### config.mk
export PLATFORM = sky130hd
export DESIGN_NAME = fir_lms_gen_flat
export DESIGN_NICKNAME = d
export VERILOG_FILES = /design/src/rtl/fir_lms_gen_pkg.sv /design/src/rtl/fir_lms_gen_if.sv /design/src/rtl/fir_lms_gen_tap.sv /design/src/rtl/fir_lms_gen.sv /design/src/flat_wrapper.sv
export SDC_FILE = /design/constraint.sdc
export NUM_CORES = 2
export LEC_CHECK = 0
export BUFFER_PORTS_ARGS = -buffer_cell sky130_fd_sc_hd__buf_2
export CORE_MARGIN = 2
export CORE_UTILIZATION = 37
export DETAILED_ROUTE_END_ITERATION = 12
export PLACE_DENSITY_LB_ADDON = 0.2
export SLEW_MARGIN = 5
export SYNTH_ARGS = -nofsm -noshare
export SYNTH_HDL_FRONTEND = slang
export SYNTH_HIERARCHICAL = 1
export SYNTH_SLANG_ARGS = --single-unit
export TNS_END_PERCENT = 100
### constraint.sdc
create_clock -name clk -period 10.4 [get_ports clk]
set_input_delay 1.04 -clock clk [delete_from_list [all_inputs] [get_ports clk]]
set_output_delay 1.04 -clock clk [all_outputs]
set_load 0.02 [all_outputs]
### src/rtl/fir_lms_gen_pkg.sv
// Shared definitions for the adaptive LMS FIR filter.
// Holds the default widths, the controller state encoding, the saturating clamp
// used on every arithmetic result, and the log2 helper that sizes the accumulator.
package fir_lms_gen_pkg;

    localparam int W1_DEF    = 8;   // data / coefficient width
    localparam int W2_DEF    = 16;  // product / output / error width
    localparam int L_DEF     = 4;   // number of taps
    localparam int FRAC_DEF  = 7;   // fraction bits of x and f
    localparam int MU_SH_DEF = 1;   // mu = 2^-(MU_SH+1)

    typedef enum logic [1:0] {
        IDLE = 2'd0,
        MUL  = 2'd1,
        ACC  = 2'd2
    } state_t;

    // Number of bits needed to count n items (ceil(log2(n))).
    function automatic int clog2(input int n);
        int r;
        r = 0;
        for (int v = 1; v < n; v = v * 2) begin
            r = r + 1;
        end
        return r;
    endfunction

    // Clamp a signed value to the range of a w-bit two's complement number.
    function automatic logic signed [31:0] sat(input logic signed [31:0] v, input int w);
        logic signed [31:0] hi;
        logic signed [31:0] lo;
        hi = (32'sd1 <<< (w - 1)) - 32'sd1;
        lo = -hi - 32'sd1;
        if (v > hi) begin
            return hi;
        end else if (v < lo) begin
            return lo;
        end else begin
            return v;
        end
    endfunction

endpackage

### src/rtl/fir_lms_gen_if.sv
// Sample/result bus of the LMS FIR filter.
// master: sample source / result consumer (drives x_in, d_in, in_valid, adapt).
// slave : the filter (drives in_ready, y_out, e_out, out_valid, f_out).
// f_out packs coefficient i into bits [i*W1 +: W1].
interface fir_lms_gen_if
    import fir_lms_gen_pkg::*;
#(
    parameter int W1 = W1_DEF,
    parameter int W2 = W2_DEF,
    parameter int L  = L_DEF
);
    logic signed [W1-1:0] x_in;
    logic signed [W1-1:0] d_in;
    logic                 in_valid;
    logic                 in_ready;
    logic                 adapt;
    logic signed [W2-1:0] y_out;
    logic signed [W2-1:0] e_out;
    logic                 out_valid;
    logic [L*W1-1:0]      f_out;

    modport master (
        output x_in, d_in, in_valid, adapt,
        input  in_ready, y_out, e_out, out_valid, f_out
    );

    modport slave (
        input  x_in, d_in, in_valid, adapt,
        output in_ready, y_out, e_out, out_valid, f_out
    );
endinterface

### src/rtl/fir_lms_gen_tap.sv
// One LMS tap cell (the lms_tap slice of the filter).
// Holds one coefficient f and the registered product p = x*f. On upd_en the
// coefficient moves by (x*emu) >>> W1, truncated to W1, with a saturating add.
// Ports: clk, reset (sync, active-high), x (tap sample), emu (scaled error),
//        mul_en (register product), upd_en (apply update), p, f.
module fir_lms_gen_tap
    import fir_lms_gen_pkg::*;
#(
    parameter int W1 = W1_DEF,
    parameter int W2 = W2_DEF
) (
    input  logic                 clk,
    input  logic                 reset,
    input  logic signed [W1-1:0] x,
    input  logic signed [W1-1:0] emu,
    input  logic                 mul_en,
    input  logic                 upd_en,
    output logic signed [W2-1:0] p,
    output logic signed [W1-1:0] f
);

    logic signed [W2-1:0] x_ext_s;
    logic signed [W2-1:0] f_ext_s;
    logic signed [W2-1:0] emu_ext_s;
    logic signed [W2-1:0] xe_s;
    logic signed [W1-1:0] upd_s;
    logic signed [W1:0]   f_sum_s;
    logic signed [W1-1:0] f_new_s;
    logic signed [W2-1:0] p_r;
    logic signed [W1-1:0] f_r;

    // Product, update step and saturated next coefficient.
    always_comb begin
        x_ext_s   = {{(W2-W1){x[W1-1]}}, x};
        f_ext_s   = {{(W2-W1){f_r[W1-1]}}, f_r};
        emu_ext_s = {{(W2-W1){emu[W1-1]}}, emu};
        // Both operands are W1 wide, so the true product always fits in W2.
        xe_s      = x_ext_s * emu_ext_s;
        upd_s     = W1'(xe_s >>> W1);
        f_sum_s   = {f_r[W1-1], f_r} + {upd_s[W1-1], upd_s};
        f_new_s   = W1'(sat(32'(f_sum_s), W1));
    end

    // Product and coefficient registers.
    always_ff @(posedge clk) begin
        if (reset) begin
            p_r <= {W2{1'b0}};
            f_r <= {W1{1'b0}};
        end else begin
            if (mul_en) begin
                p_r <= x_ext_s * f_ext_s;
            end
            if (upd_en) begin
                f_r <= f_new_s;
            end
        end
    end

    assign p = p_r;
    assign f = f_r;

endmodule

### src/rtl/fir_lms_gen.sv
// Parametrised adaptive LMS FIR filter, one sample per 3-cycle transaction.
// IDLE accepts a sample (shifting the tap line), MUL registers the tap products,
// ACC forms y/e, pulses out_valid and, when adapt is high, updates coefficients.
// Ports: clk, reset (sync, active-high), bus (fir_lms_gen_if.slave).
module fir_lms_gen
    import fir_lms_gen_pkg::*;
#(
    parameter int W1    = W1_DEF,
    parameter int W2    = W2_DEF,
    parameter int L     = L_DEF,
    parameter int FRAC  = FRAC_DEF,
    parameter int MU_SH = MU_SH_DEF
) (
    input  logic         clk,
    input  logic         reset,
    fir_lms_gen_if.slave bus
);

    // Accumulator wide enough that L full-width products cannot overflow.
    localparam int AW = W2 + clog2(L);

    state_t               state_r;
    logic signed [W1-1:0] x_r [L];
    logic signed [W1-1:0] d_r;
    logic signed [W2-1:0] y_r;
    logic signed [W2-1:0] e_r;
    logic                 out_valid_r;
    logic                 in_ready_r;

    logic signed [W2-1:0] p_s [L];
    logic signed [W1-1:0] f_s [L];
    logic signed [AW-1:0] sum_s;
    logic signed [AW:0]   diff_s;
    logic signed [W2-1:0] y_s;
    logic signed [W2-1:0] e_s;
    logic signed [W1-1:0] emu_s;
    logic [L*W1-1:0]      f_pack_s;
    logic                 mul_en_s;
    logic                 upd_en_s;

    assign mul_en_s = (state_r == MUL);
    assign upd_en_s = (state_r == ACC) && bus.adapt;

    for (genvar i = 0; i < L; i++) begin : g_tap
        fir_lms_gen_tap #(.W1(W1), .W2(W2)) u_tap (
            .clk    (clk),
            .reset  (reset),
            .x      (x_r[i]),
            .emu    (emu_s),
            .mul_en (mul_en_s),
            .upd_en (upd_en_s),
            .p      (p_s[i]),
            .f      (f_s[i])
        );
    end

    // Adder tree, scaled error and step-size-weighted error.
    always_comb begin
        sum_s = {AW{1'b0}};
        for (int i = 0; i < L; i++) begin
            sum_s = sum_s + AW'(p_s[i]);
        end
        diff_s = (AW+1)'(d_r) - (AW+1)'(sum_s >>> FRAC);
        y_s    = W2'(sat(32'(sum_s), W2));
        e_s    = W2'(sat(32'(diff_s), W2));
        emu_s  = W1'(sat(32'(e_s >>> MU_SH), W1));
    end

    // Pack the coefficient registers for f_out.
    always_comb begin
        f_pack_s = {(L*W1){1'b0}};
        for (int i = 0; i < L; i++) begin
            f_pack_s[i*W1 +: W1] = f_s[i];
        end
    end

    // Transaction controller, tap line and output registers.
    always_ff @(posedge clk) begin
        if (reset) begin
            state_r     <= IDLE;
            for (int i = 0; i < L; i++) begin
                x_r[i] <= {W1{1'b0}};
            end
            d_r         <= {W1{1'b0}};
            y_r         <= {W2{1'b0}};
            e_r         <= {W2{1'b0}};
            out_valid_r <= 1'b0;
            in_ready_r  <= 1'b1;
        end else begin
            case (state_r)
                IDLE: begin
                    out_valid_r <= 1'b0;
                    if (bus.in_valid) begin
                        for (int i = L - 1; i > 0; i--) begin
                            x_r[i] <= x_r[i-1];
                        end
                        x_r[0]     <= bus.x_in;
                        d_r        <= bus.d_in;
                        in_ready_r <= 1'b0;
                        state_r    <= MUL;
                    end
                end
                MUL: begin
                    out_valid_r <= 1'b0;
                    state_r     <= ACC;
                end
                ACC: begin
                    y_r         <= y_s;
                    e_r         <= e_s;
                    out_valid_r <= 1'b1;
                    in_ready_r  <= 1'b1;
                    state_r     <= IDLE;
                end
                default: begin
                    out_valid_r <= 1'b0;
                    in_ready_r  <= 1'b1;
                    state_r     <= IDLE;
                end
            endcase
        end
    end

    assign bus.in_ready  = in_ready_r;
    assign bus.y_out     = y_r;
    assign bus.e_out     = e_r;
    assign bus.out_valid = out_valid_r;
    assign bus.f_out     = f_pack_s;

endmodule

### src/flat_wrapper.sv
// flat-port wrapper written by rule: the top's interface ports become plain ports
module fir_lms_gen_flat import fir_lms_gen_pkg::*;
#(
    parameter int W1    = W1_DEF,
    parameter int W2    = W2_DEF,
    parameter int L     = L_DEF,
    parameter int FRAC  = FRAC_DEF,
    parameter int MU_SH = MU_SH_DEF
)
  (clk, reset, bus_x_in, bus_d_in, bus_in_valid, bus_adapt, bus_in_ready, bus_y_out, bus_e_out, bus_out_valid, bus_f_out);
  fir_lms_gen_if #(.W1(W1), .W2(W2), .L(L)) bus_i ();
  input  logic clk;
  input  logic reset;
  input wire logic [$bits(bus_i.x_in)-1:0] bus_x_in;
  input wire logic [$bits(bus_i.d_in)-1:0] bus_d_in;
  input wire logic [$bits(bus_i.in_valid)-1:0] bus_in_valid;
  input wire logic [$bits(bus_i.adapt)-1:0] bus_adapt;
  output wire logic [$bits(bus_i.in_ready)-1:0] bus_in_ready;
  output wire logic [$bits(bus_i.y_out)-1:0] bus_y_out;
  output wire logic [$bits(bus_i.e_out)-1:0] bus_e_out;
  output wire logic [$bits(bus_i.out_valid)-1:0] bus_out_valid;
  output wire logic [$bits(bus_i.f_out)-1:0] bus_f_out;
  assign bus_i.x_in = bus_x_in;
  assign bus_i.d_in = bus_d_in;
  assign bus_i.in_valid = bus_in_valid;
  assign bus_i.adapt = bus_adapt;
  assign bus_in_ready = bus_i.in_ready;
  assign bus_y_out = bus_i.y_out;
  assign bus_e_out = bus_i.e_out;
  assign bus_out_valid = bus_i.out_valid;
  assign bus_f_out = bus_i.f_out;
  fir_lms_gen #(.W1(W1), .W2(W2), .L(L), .FRAC(FRAC), .MU_SH(MU_SH)) u_core (.clk(clk), .reset(reset), .bus(bus_i));
endmodule
* Yosys cells after proc, flatten, opt, wreduce, memory -nomap -nowiden
Memory sizes are Yosys's and may differ from the RTL's.
Cells that the tools add are included.
** Operators by class
- $mul :: 8
- $lt $le $gt $ge :: 14
- Equality and inequality tests :: 3
- Reduce and logical (&&, ||, !) cells :: 4
- Bitwise operators :: 5
- Muxes and demuxes :: 29
- Add/sub/neg operators :: 8
** Operators with widths (count)
- $mul 8x8->16 :: 8
- $mux 8 :: 14
- $mux 16 :: 4
- $add 8x8->9 :: 4
- $gt 9x8->1 const B :: 4
- $lt 9x8->1 const B :: 4
- $add 17x16->18 :: 1
- $add 18x16->18 :: 1
- $gt 18x16->1 const B :: 1
- $lt 18x16->1 const B :: 1
- $add 16x16->17 :: 1
- $gt 12x16->1 const B :: 1
- $lt 12x16->1 const B :: 1
- $gt 15x8->1 const B :: 1
- $lt 15x8->1 const B :: 1
- $sub 8x11->12 :: 1
- $mux 1 :: 8
- $or 1x1->1 :: 4
- $pmux 2 s2 :: 1
- $reduce_and 2->1 :: 2
- $eq 2x1->1 const B :: 1
- $eq 2x2->1 const B :: 1
- $logic_not 2->1 :: 1
- $mux 2 :: 1
- 4 further kinds :: 4
** Storage, ports and cells
- Memories kept :: 1
- Input port bits :: 20
- Register bits after elaboration :: 140
- Output and inout bits :: 66
- Word-level logic and storage cells :: 86
- Bits in writable memories :: 32
** Memories
- u_core.x_r :: words 4, width 8, read ports 4, clocked after memory_dff 0, write ports 4, RTL line fir_lms_gen.sv:23 : logic signed [W1-1:0] x_r [L];

* Longest topological paths before layout
- Word-level depth :: 15
- Depth in mapped cells :: 48
- Mapped depth without buffers :: 48

* By module
The synthesis kept the hierarchy.
** Modules (own cells, without submodules)
- fir_lms_gen_tap (u_core.g_tap[0].u_tap ...) :: cells each 648, times used 2, sequential area each 480.5 µm², area an instance 5919.4 µm²
- fir_lms_gen_tap (u_core.g_tap[2].u_tap) :: cells each 679, times used 1, sequential area each 480.5 µm², area an instance 6070.8 µm²
- fir_lms_gen_tap (u_core.g_tap[3].u_tap) :: cells each 680, times used 1, sequential area each 480.5 µm², area an instance 6059.6 µm²
- fir_lms_gen :: cells each 564, times used 1, sequential area each 1781.7 µm², area an instance 5397.7 µm²

* Worst setup path after synthesis
No wires, ideal clock.
- Path kind :: reg-to-reg
- Start point :: register u_core.g_tap[3].u_tap.p_r[1]
- End point :: register u_core.g_tap[0].u_tap.f_r[2]
- Data arrival time :: 11.084 ns
- Clock period less this slack :: 11.206 ns
- Data required time :: 10.278 ns
- Library setup time :: 0.122 ns
- Setup slack :: -0.806 ns
- Cell stages (with the launch flop) :: 46
- Path through :: dfxtp_1 -> inv_1 -> fa_1 -> inv_1 -> fa_1 -> ha_1 -> inv_1 -> fa_1 -> nor2b_4 -> o31a_4 -> o2111ai_2 -> nand3_1 -> a21oi_2 -> xnor2_1 -> ha_1 -> a21o_1 -> a21oi_1 -> o21ai_0 -> (+10 left out) -> inv_1 -> fa_1 -> inv_1 -> ha_1 -> a21oi_1 -> nor2b_1 -> a211oi_2 -> a21oi_1 -> a21o_1 -> a21oi_1 -> xnor2_1 -> ha_1 -> nor3b_1 -> nand4_1 -> o311a_1 -> o31a_4 -> a21boi_4 -> a221o_1
** On the way
- Longest elaborated chain between the ends :: 13
- Elaborated cells between the ends (all ways) :: 16
- Classes of those cells :: 3 x add/sub; 1 x mul; 6 x order compare; 6 x mux
** RTL lines
- from (decl) :: RTL line fir_lms_gen_tap.sv:29 : logic signed [W2-1:0] p_r;
- from (signal assigned) :: RTL line fir_lms_gen_tap.sv:47 : p_r <= {W2{1'b0}};
- from (signal assigned) :: RTL line fir_lms_gen_tap.sv:51 : p_r <= x_ext_s * f_ext_s;
- $add 18x16->18 * :: RTL line fir_lms_gen.sv:61 : sum_s = sum_s + AW'(p_s[i]);
- $sub 8x11->12 * :: RTL line fir_lms_gen.sv:63 : diff_s = (AW+1)'(d_r) - (AW+1)'(sum_s >>> FRAC);
- $lt 12x16->1 :: RTL line fir_lms_gen_pkg.sv:36 : end else if (v < lo) begin
- $mux 16 :: RTL line fir_lms_gen_pkg.sv:36
- $mux 16 * :: RTL line fir_lms_gen_pkg.sv:34 : if (v > hi) begin
- $lt 15x8->1 :: RTL line fir_lms_gen_pkg.sv:36
- $mux 8 :: RTL line fir_lms_gen_pkg.sv:36
- $mux 8 * :: RTL line fir_lms_gen_pkg.sv:34
- named net u_core.emu_s[2] :: RTL line fir_lms_gen.sv:36 : logic signed [W1-1:0] emu_s;
- $mul 8x8->16 * :: RTL line fir_lms_gen_tap.sv:38 : xe_s = x_ext_s * emu_ext_s;
- $add 8x8->9 * :: RTL line fir_lms_gen_tap.sv:40 : f_sum_s = {f_r[W1-1], f_r} + {upd_s[W1-1], upd_s};
- $lt 9x8->1 :: RTL line fir_lms_gen_pkg.sv:36
- $mux 8 :: RTL line fir_lms_gen_pkg.sv:36
- $mux 8 * :: RTL line fir_lms_gen_pkg.sv:34
- to (signal assigned) :: RTL line fir_lms_gen_tap.sv:48 : f_r <= {W1{1'b0}};
- to (signal assigned) :: RTL line fir_lms_gen_tap.sv:54 : f_r <= f_new_s;
- to (decl) :: RTL line fir_lms_gen_tap.sv:30 : logic signed [W1-1:0] f_r;
The timed path passes the listed nets; every way through them passes the cells marked *.
A chain may end at the register's enable or synchronous reset.

* Worst setup path after layout
- Start point :: register u_core.g_tap[3].u_tap.p_r[1]
- End point :: register u_core.g_tap[1].u_tap.f_r[2]
** On the way
- Longest elaborated chain between the ends :: 13
- Elaborated cells between the ends (all ways) :: 16
- Classes of those cells :: 3 x add/sub; 1 x mul; 6 x order compare; 6 x mux
** RTL lines (RTL line)
- $add 18x16->18 * :: fir_lms_gen.sv:61
- $sub 8x11->12 * :: fir_lms_gen.sv:63
- $lt 12x16->1 :: fir_lms_gen_pkg.sv:36
- $mux 16 :: fir_lms_gen_pkg.sv:36
- $mux 16 * :: fir_lms_gen_pkg.sv:34
- $lt 15x8->1 :: fir_lms_gen_pkg.sv:36
- $mux 8 :: fir_lms_gen_pkg.sv:36
- $mux 8 * :: fir_lms_gen_pkg.sv:34
- named net u_core.emu_s[3] :: fir_lms_gen.sv:36
- $mul 8x8->16 * :: fir_lms_gen_tap.sv:38
- $add 8x8->9 * :: fir_lms_gen_tap.sv:40
- $lt 9x8->1 :: fir_lms_gen_pkg.sv:36
- $mux 8 :: fir_lms_gen_pkg.sv:36
- $mux 8 * :: fir_lms_gen_pkg.sv:34
- to (signal assigned) :: fir_lms_gen_tap.sv:48
- to (signal assigned) :: fir_lms_gen_tap.sv:54
- to (decl) :: fir_lms_gen_tap.sv:30
Marked as above.

==> reports/qor.txt <==
GPL Wtd Cong: 0.8516
FP Rows: 103
Area Growth Syn to Fin: 17.61%
First-pass GRT wire length: 122800 µm
Final ANT Viol Nets: 0
Layout Nets: 4280
Crit path launch type: register
Post-route setup slack: -0.2005 ns
WL/cell: 16.32 µm
N_diodes: 0
Clk root buf: clkbuf_16
Ports: 86
Failing checks: setup timing
R2R cell count: 50
Ys flop type: dfxtp_1
Synth unique cells: 108
Pins over their slew limit: 0
RSZ-0062 raised after global routing: true
Port Buffers: 85
Sequential area share after synthesis: 0.1261
Slowest cell on the critical path: fa_1
Commonest non-fill, non-tap cell in the layout: inv_1
Vias: 22087
Tmin final: 10.60 ns
Post-route DRC: 0
Critical Path End: u_core/g_tap[1].u_tap/f[2]
Final Hold Fails: 0
Via-to-Cell Ratio: 4.829
Worst Path Required: 10.78 ns
Critical path launch point: u_core/g_tap[3].u_tap/p[1]
CTS tree: yes
Yosys warnings: 6
Post-Syn Area: 29370 µm²
Reg-to-reg setup timing slack: -0.20 ns
Post-Syn Nets: 3988
Worst-Skew Late Latency: 0.50 ns
Slew of the pin with the lowest slew margin: 1.115 ns
CP max FO: 9
Post-synth EDFFs: 32
CTS Sinks: 169
Worst R2R End: u_core/g_tap[1].u_tap/f[2]
Reg-to-Reg Start: u_core/g_tap[3].u_tap/p[1]
Type of the worst setup path: reg -> reg
Starting DRT DRC Count: 1007
Syn Inst Count: 3219
Post-synth ARST share: 0
Die H: 285.7 µm
Top delay family on crit path: adder cells
Clk pin slew, worst setup/hold paths: 0.09 ns
Total Routing Usage GR: 0.1889
Core Area: 78740 µm²
Largest net degree at the start of global routing: 62
Ranking of synthesized cells by area: fa_1 32%, ha_1 12%, dfxtp_1 9.3%
Worst path depth: 50
Initial Util: 0.3730
DPL Wire Length: 59010 µm
Yosys reg bits: 169
Number of stages on the worst hold path: 2
Hold WC Path Type: reg -> reg
Vias in the first global route: 22959
Longest Clk Path Bufs: 2
Final setup viols: 27
CTS buffer count: 17
Most used cell, CP: fa_1
Period utilization: 1.019
CP bufs+invs: 13
Critical Path AT: 10.98 ns
Largest stage delay, worst path: 0.54 ns
Pre-antenna DRT Iters: 5
H-tree depth: 4
Max Cap Viol: 0
Worst slew margin: 0.2556
GR Overflow Total: 0
Synthesized area per cell: 9.123 µm²
Initial antenna violation count: 1
Worst setup EP type: register
Max Freq: 94.34 MHz
Die area: 81640 µm²
Final Skew: 0.02000 ns
Utilization after layout: 0.4386
Area leader, netlist: fa_1
Drt total wl: 74670 µm
Most frequent cells in the layout: 645 x inv_1, 465 x fa_1, 352 x and2_1, 262 x ha_1, 250 x buf_4
Top cell type's share of synthesized area: 0.3204
Die width: 285.7 µm
Status: finished with violations
Share of layout cells above drive strength 1: 0.1705
worst min path at each step:
stage	start	to	slack, ns
4_1_cts	u_core/bus.y_out[0]	u_core/bus.y_out[0]	0.45
5_1_grt	u_core/bus.y_out[0]	u_core/bus.y_out[0]	0.46
6_report	u_core/bus.y_out[1]	u_core/bus.y_out[1]	0.45
2_1_floorplan	u_core/g_tap[0].u_tap/p[0]	u_core/g_tap[0].u_tap/p[0]	0.45
3_3_place_gp	u_core/bus.y_out[1]	u_core/bus.y_out[1]	0.44
3_5_place_dp	u_core/bus.y_out[0]	u_core/bus.y_out[0]	0.44
what timing repair did:
action                                 4_1_cts  5_1_grt
setup endpoints to repair                   29       32
pin swaps                                   42       26
endpoints found under the hold margin        0        0
cloned                                       3        1
hold buffers                                 0        0
setup buffers                               26       12
resized for setup                           52       57
synthesized netlist by cell type, types with 25 or more instances:
cell,count
a21oi_1,79
nor3_1,34
nor2_1,168
clkbuf_1,67
mux2i_1,29
nand2b_1,46
dfxtp_1,137
o21ai_0,54
inv_1,654
a211oi_1,38
ha_1,279
fa_1,470
xor2_1,26
and2_1,370
nand2_1,197
and3_1,26
a21o_1,25
nor2b_1,46
edfxtp_1,32
xnor2_1,106
cells by family (layout without fill, tap and decap cells):
kind of cell,after synthesis,after routing,share of synthesized area
multiplexers,33,33,0.01142
buffers and inverters,739,1044,0.09633
flip-flops,169,169,0.1261
XOR/XNOR,134,134,0.04048
adder cells (fa/ha/maj),750,750,0.4396
AND/OR/NAND/NOR,982,982,0.1811
AO/OA/AOI/OAI,412,412,0.1049
metal layers:
metal,share of wire,global-route usage
met3,0.027,0.01738
met4,0.014,0.03743
met1,0.48,0.2628
met2,0.48,0.3210
met5,0,0
area by class of cell:
cell class / instances / area (µm²)
clock buffer: 17 / 425.4
multi-input combinational: 2311 / 23650
tap: 1050 / 1314
fill: 7858 / 44200
inverter: 655 / 2459
clock inverter: 15 / 202.7
sequential: 169 / 3711
timing repair buffer: 357 / 2773
metrics by stage:
stage	hold slack, ns	cells	instance area [µm²]	setup slack, ns	TNS (ns)
detailed placement	0.4411	4500	32980	-0.2006	-4.725
CTS	0.4542	4561	34130	-0.1650	-2.445
floorplan	0.4454	3219	29690	-0.001020	-0.01421
global placement	0.4450	4500	32980	-0.07238	-1.190
global route	0.4632	4574	34540	-0.7195	-19.05
finish	0.4530	4574	34540	-0.2005	-3.363
worst register-to-register path: cells and delay by family, from the launching register on:
kind,cells,cell delay [ns]
AOI/OAI and AO/OA,15,2.76
xor gates and xnor gates,3,0.30
adders and majority gates,12,4.60
buffers and inverters,13,1.34
DFF,1,0.35
and+or+nand+nor,7,1.14
flip-flops by register name (all words and copies together), names as in the netlist:
signal	count
u_core/g_tap.u_tap/p	64
u_core/g_tap.u_tap/f	32
u_core/x_r	32
u_core/bus.y_out	16
u_core/bus.e_out	13
u_core/d_r	8
u_core/state_r	2
u_core/bus.in_ready	1
u_core/bus.out_valid	1
Power is left out: the tool's default activity adds up to more than one toggle a clock period on the data nets, which glitch-free logic cannot reach.
